[src/rtl/flex_gray_ptr.sv]
// Gray-coded FIFO pointer half: local binary/Gray pointer, remote pointer synchroniser, full/empty flag, level.
// Optional registered "almost" flag under FLEX_GRAY_PTR_ALMOST_EN.
module flex_gray_ptr #(
  parameter int WIDTH       = 4,
  parameter int SYNC_STAGES = 2,
  parameter bit IS_WRITE    = 1'b1
`ifdef FLEX_GRAY_PTR_ALMOST_EN
  , parameter int ALMOST_THRESH = 1
`endif
) (
  input  logic             clk,
  input  logic             rst,
  input  logic             inc,
  input  logic [WIDTH:0]   remote_gray,
  output logic [WIDTH-1:0] addr,
  output logic [WIDTH:0]   gray_ptr,
  output logic             flag,
  output logic [WIDTH:0]   level,
  output logic             inc_err
`ifdef FLEX_GRAY_PTR_ALMOST_EN
  , output logic           almost
`endif
);

  localparam int PW = WIDTH + 1;

  function automatic logic [WIDTH:0] gray2bin(input logic [WIDTH:0] g);
    logic [WIDTH:0] b;
    b[WIDTH] = g[WIDTH];
    for (int i = WIDTH - 1; i >= 0; i--) b[i] = b[i+1] ^ g[i];
    return b;
  endfunction

  function automatic logic [WIDTH:0] occupancy(input logic [WIDTH:0] local_bin,
                                               input logic [WIDTH:0] remote_bin);
    return IS_WRITE ? (local_bin - remote_bin) : (remote_bin - local_bin);
  endfunction

  logic [WIDTH:0] bin_ptr;
  logic [WIDTH:0] bin_next;
  logic [WIDTH:0] gray_next;
  logic [WIDTH:0] sync_r [SYNC_STAGES];
  logic [WIDTH:0] sync_q;
  logic [WIDTH:0] full_pat;
  logic           inc_eff;
  logic           flag_next;

  assign inc_eff   = inc & ~flag;
  assign bin_next  = bin_ptr + {{WIDTH{1'b0}}, inc_eff};
  assign gray_next = bin_next ^ (bin_next >> 1);
  assign sync_q    = sync_r[SYNC_STAGES-1];
  // Full: remote pointer one lap behind, i.e. top two Gray bits inverted.
  assign full_pat  = {~sync_q[WIDTH:WIDTH-1], sync_q[WIDTH-2:0]};
  assign flag_next = IS_WRITE ? (gray_next == full_pat) : (gray_next == sync_q);

  assign addr  = bin_ptr[WIDTH-1:0];
  assign level = occupancy(bin_ptr, gray2bin(sync_q));

  always_ff @(posedge clk or posedge rst) begin
    if (rst) begin
      bin_ptr  <= '0;
      gray_ptr <= '0;
      flag     <= ~IS_WRITE;
      inc_err  <= 1'b0;
      for (int i = 0; i < SYNC_STAGES; i++) sync_r[i] <= '0;
    end else begin
      bin_ptr   <= bin_next;
      gray_ptr  <= gray_next;
      flag      <= flag_next;
      inc_err   <= inc & flag;
      sync_r[0] <= remote_gray;
      for (int i = 1; i < SYNC_STAGES; i++) sync_r[i] <= sync_r[i-1];
    end
  end

`ifdef FLEX_GRAY_PTR_ALMOST_EN
  logic [WIDTH:0] sync_nq;
  logic [WIDTH:0] level_next;
  logic           almost_next;

  // Value sync_q will hold after the coming edge, so almost tracks level exactly.
  if (SYNC_STAGES == 1) begin : g_sn_direct
    assign sync_nq = remote_gray;
  end else begin : g_sn_chain
    assign sync_nq = sync_r[SYNC_STAGES-2];
  end

  assign level_next  = occupancy(bin_next, gray2bin(sync_nq));
  assign almost_next = IS_WRITE ? (level_next >= ((PW'(1) << WIDTH) - PW'(ALMOST_THRESH)))
                                : (level_next <= PW'(ALMOST_THRESH));

  always_ff @(posedge clk or posedge rst) begin
    if (rst) almost <= ~IS_WRITE;
    else     almost <= almost_next;
  end
`endif

endmodule

[config.mk]
export PLATFORM = sky130hd
export DESIGN_NAME = flex_gray_ptr
export DESIGN_NICKNAME = d
export VERILOG_FILES = /design/src/rtl/flex_gray_ptr.sv
export SDC_FILE = /design/constraint.sdc
export NUM_CORES = 1
export LEC_CHECK = 0
export CELL_PAD_IN_SITES_DETAIL_PLACEMENT = 1
export CELL_PAD_IN_SITES_GLOBAL_PLACEMENT = 1
export CORE_ASPECT_RATIO = 1.5
export CORE_MARGIN = 3
export CORE_UTILIZATION = 35
export CTS_CLUSTER_SIZE = 28
export DETAILED_ROUTE_END_ITERATION = 8
export PLACE_DENSITY_LB_ADDON = 0.1
export REMOVE_ABC_BUFFERS = 1
export SLEW_MARGIN = 20
export SYNTH_ARGS = -nofsm -noshare
export SYNTH_HDL_FRONTEND = slang
export SYNTH_SLANG_ARGS = --single-unit
[constraint.sdc]
create_clock -name clk -period 2.5 [get_ports clk]
set_clock_uncertainty 0.05 [all_clocks]
set_input_delay 0.375 -clock clk [delete_from_list [all_inputs] [get_ports clk]]
set_output_delay 0.375 -clock clk [all_outputs]
set_load 0.03 [all_outputs]
Word-level counts from Yosys, hierarchy flattened
Index checks and enable logic that the tools add are counted.
- memory bits (writable): 0
- bits of input ports: 8
- bits in read-only memories: 0
- register bits after elaboration: 22
- logic and storage cells: 18
- memories kept: 0
- latch bits: 0
- output and inout bits: 16
- equality and inequality tests: 1
- muxes and demuxes: 0
- div/mod/pow operators: 0
- $lt $le $gt $ge: 0
- multipliers: 0
- bitwise gates (word level): 9
- shift operators: 0
- add/subtract/negate cells: 2
- reduce and logical (&&, ||, !) cells: 0
- operators by type and width (cell ; count):
    adder 5 x 1 -> 5 bit ; 1
    equality test 5 bit ; 1
    subtractor 5 bit ; 1
    XOR 5 x 4 -> 5 bit ; 1
    XOR 1 bit ; 4
    AND 1 bit ; 2
    inverter 2 bit ; 1
    inverter 1 bit ; 1

Depth between registers and ports, before layout
Gate-level depths: netlist of the first run.
- depth after elaboration: 5
- mapped depth: 10
- mapped depth without buffers: 10

Worst setup path after synthesis of the first run
No wires, ideal clock.
- kind: register -> output
- start point: register sync_r (netlist bit sync_q[4])
- end point: output port level[4]
- cell stages (with the launch flop): 11
- path buffers: 0
- data required time: 2.075 ns
- data arrival time: 2.481 ns
- setup slack: -0.406 ns
- cells stage by stage: dfrtp_1 -> xnor2_2 -> xor2_2 -> xor2_1 -> xnor2_1 -> ha_1 -> fa_1 -> inv_1 -> a21o_1 -> a21oi_1 -> xnor2_1
- cells in the longest elaborated chain, start to end: 5
- ends and longest elaborated chain (item ; line ; source):
    start: declaration ; 42 ; logic [WIDTH:0] sync_r [SYNC_STAGES];
    XOR 1 bit (4 in series) ; 30 ; for (int i = WIDTH - 1; i >= 0; i--) b[i] = b[i+1] ^ g[i];
    subtractor 5 bit (*) ; 36 ; return IS_WRITE ? (local_bin - remote_bin) : (remote_bin - local_bin);
    end: declaration ; 18 ; output logic [WIDTH:0] level,
Mark *: on every way between the ends. The rest lies on a longest branch, timed or not.

Worst setup path in the final report of the first run
Ends and elaborated chain as after synthesis.

==> results of run 1 <==
## routing by layer
layer	track usage	routed length, um	vias to the layer above
met5	0	0	-
met4	0.07872	53	0
met3	0.03006	89	5
met2	0.2649	1258	17
met1	0.1407	820	371
li1	-	-	354
## registers in the layout, indices dropped and copies added, names as in the netlist
register and count:
sync_r 5, inc_err 1, gray_ptr 4, flag 1, bin_ptr 5, sync_q 5
## stage by stage
| step | cell area, um^2 | util | total power, mW | cells |
|---|---|---|---|---|
| 5_1_grt | 1545 | 0.5251 | 2.599 | 166 |
| 3_3_place_gp | 1423 | 0.4834 | 2.032 | 159 |
| 6_report | 1545 | 0.5251 | 2.425 | 166 |
| 2_1_floorplan | 1051 | - | 1.505 | 83 |
| 3_5_place_dp | 1423 | 0.4834 | 2.083 | 159 |
| 4_1_cts | 1530 | 0.5200 | 2.445 | 165 |
## logic make-up after synthesis
group | share of synthesized area
XOR/XNOR | 0.2244
flip-flops | 0.4833
buffers and inverters | 0.06444
AO/OA/AOI/OAI | 0.08170
AND/OR/NAND/NOR | 0.05870
adder cells (fa/ha/maj) | 0.08746
## path summary, 6_finish.rpt
| check | endpoint | slack, ns |
|---|---|---|
| setup / recovery | level[4] | -0.45 |
| hold / removal | sync_q[2]$_DFF_PP0_ | 0.30 |
| setup reg to reg | flag$_DFF_PP0_ | 0.46 |
| hold reg to reg | sync_q[2]$_DFF_PP0_ | 0.30 |
| max in group asynchronous | bin_ptr[3]$_DFF_PP0_ | 1.40 |
| min in group asynchronous | sync_q[0]$_DFF_PP0_ | 0.50 |
## layout by cell type, fill, tap and decap left out, types with 2 or more instances in the layout
cell / n
dfrtp_1: 21
nand3_1: 2
xnor2_1: 15
xor2_1: 4
xnor2_2: 2
buf_4: 19
xor2_2: 2
clkbuf_8: 3
o22ai_1: 2
inv_2: 2
a21oi_2: 2
nand2b_1: 2
inv_1: 7
buf_6: 3
a21o_1: 2
clkdlybuf4s50_1: 18
ha_1: 4
## area by class of cell
cell class,count,area (um^2),share of cell area
Inverter,9,33.78,0.02186
Timing Repair Buffer,40,356.6,0.2308
Sequential cell,21,525.5,0.3401
Clock buffer,3,41.29,0.02672
Tap cell,39,48.80,0.03158
Multi-Input combinational cell,53,531.8,0.3441
Clock inverter,1,7.507,0.004858
## where the power goes
part	leakage (nW)	switching, mW	internal [mW]	total [mW]
Sequential	0.250	0.0935	0.437	0.530
Combinational	0.411	0.885	0.777	1.66
Clock	0.0217	0.120	0.113	0.233
## critical path: stages (launching register included)
cell and delay, ns:
dfrtp_1 0.42, xnor2_2 0.22, xor2_2 0.22, xor2_2 0.19
xnor2_1 0.14, ha_2 0.22, fa_2 0.22, inv_2 0.03
a21o_1 0.15, a21oi_2 0.14, xnor2_1 0.13, buf_4 0.18
## what timing repair did
item                                    CTS  global route
endpoints found under the setup margin    4             5
pin swaps                                 6             9
setup buffers                             2             2
resized for setup                        10             3
==> summary.txt, run 1 <==
Status
  – Status: complete, but fails checks
  – Violated checks: setup timing

Placement
  – HPWL after detailed placement: 1.714 mm
  – Number of port buffers: 23
  – Post-Place Worst Slack: -0.2513 ns
  – Placer congestion estimate: 0.6954

Clock tree
  – H-tree depth: 1
  – Root Buffer: clkbuf_8
  – Hold buffers post-CTS: 0
  – Clock buffer depth: 2
  – Clock transition at the registers of the reported paths: 0.08 ns
  – Clock sinks: 21
  – TritonCTS clock tree: built
  – Clk_lat worst skew: 0.27 ns
  – Total CTS buffers: 3

Global routing
  – Vias in the first global route: 822
  – GRT Util Overall: 0.1411
  – Initial antenna violation count: 0
  – Largest net degree at the start of global routing: 22
  – Global-route wire length before repair: 3.857 mm
  – Overflow after GRT: 0

Routing
  – # DRC: 0
  – Routed WL: 2.221 mm
  – Vias: 747
  – Post-DRT Antenna Nets: 0
  – Iteration-0 DRC Markers: 16
  – DR vias/cell: 4.500
  – Drt wl/cell: 13.38 um
  – Pre-antenna DRT Iters: 4

Setup path
  – Worst Path Arrival: 2.53 ns
  – Crit Reg-Reg Startpoint: flag$_DFF_PP0_
  – Critical path class: reg2out
  – Worst Setup End Kind: output pin
  – Reg2reg path depth: 8
  – Crit Path Max Fanout: 2
  – Crit path launch: sync_q[4]$_DFF_PP0_
  – Worst Path Required: 2.08 ns
  – CP Launch Type: register

Timing
  – Final Critical Period: 2.952 ns
  – Hold_ws: 0.3031 ns
  – Final Max Tran Viols: 0
  – Final setup vio count: 4
  – Setup_tns: -1.496 ns
  – Fmax: 0.3387 GHz
  – Final WS setup: -0.4522 ns
  – Final count of hold timing violations: 0
  – RSZ-0062 raised after global routing: true
  – Fin crit share: 1.181
  – Relative slew slack: 0.4667
  – Worst Tran Pin Value: 0.7991 ns

Floorplanning
  – Die W: 51.51 um
  – # IOs: 24
  – Die footprint: 3825 um^2
  – Die Span Y: 74.26 um
  – Row cnt: 24
  – Core box area: 2943 um^2
  – Starting Density: 0.3695

Power
  – Max IR drop VDD: 798.2 uV
  – P_leak: 0.6825 nW
  – PD cells: 1569 nW/um^2

Yosys
  – Post-synth ARST share: 1.000
  – Post-synth EDFFs: 0
  – FF+latch count, synth: 21
  – Most common cell in the synthesized netlist: dfrtp_1
  – Synth Instances: 88
  – Post-synthesis sequential area ratio: 0.4833
  – Ys Warns: 0
  – Most area-consuming cells after synthesis: dfrtp_1, xnor2_1, ha_1
  – Synthesized area per cell: 12.36 um^2
  – Netlist Area Pre-Place: 1087 um^2
  – Top cells by count, synth: dfrtp_1, xnor2_1, inv_1
  – Leading area contributor after synthesis: dfrtp_1
  – Area share of the largest cell type after synthesis: 0.4833
  – Yosys cell types: 28
  – Main synth FF type: dfrtp_1

Final layout
  – Final #Nets: 143
  – Fillers: 338
  – Area grow syn2layout: 42.12%
  – Share of layout cells above drive strength 1: 0.3228
  – Diode count: 0

Worst hold path
  – Hold depth: 0
  – Worst min path class: reg2reg
  – Worst Hold Launch: sync_r[7]$_DFF_PP0_

Job
  – Max-Cap Viols: 0
No activity file was read; power rests on OpenSTA's default activity.
==> inputs of run 2 (changes only) <==
- ABC_CLOCK_PERIOD_IN_PS: default -> 2500
==> results of run 2 <==
Same layout as run 1: the final DEF is identical, and so are final timing and power.
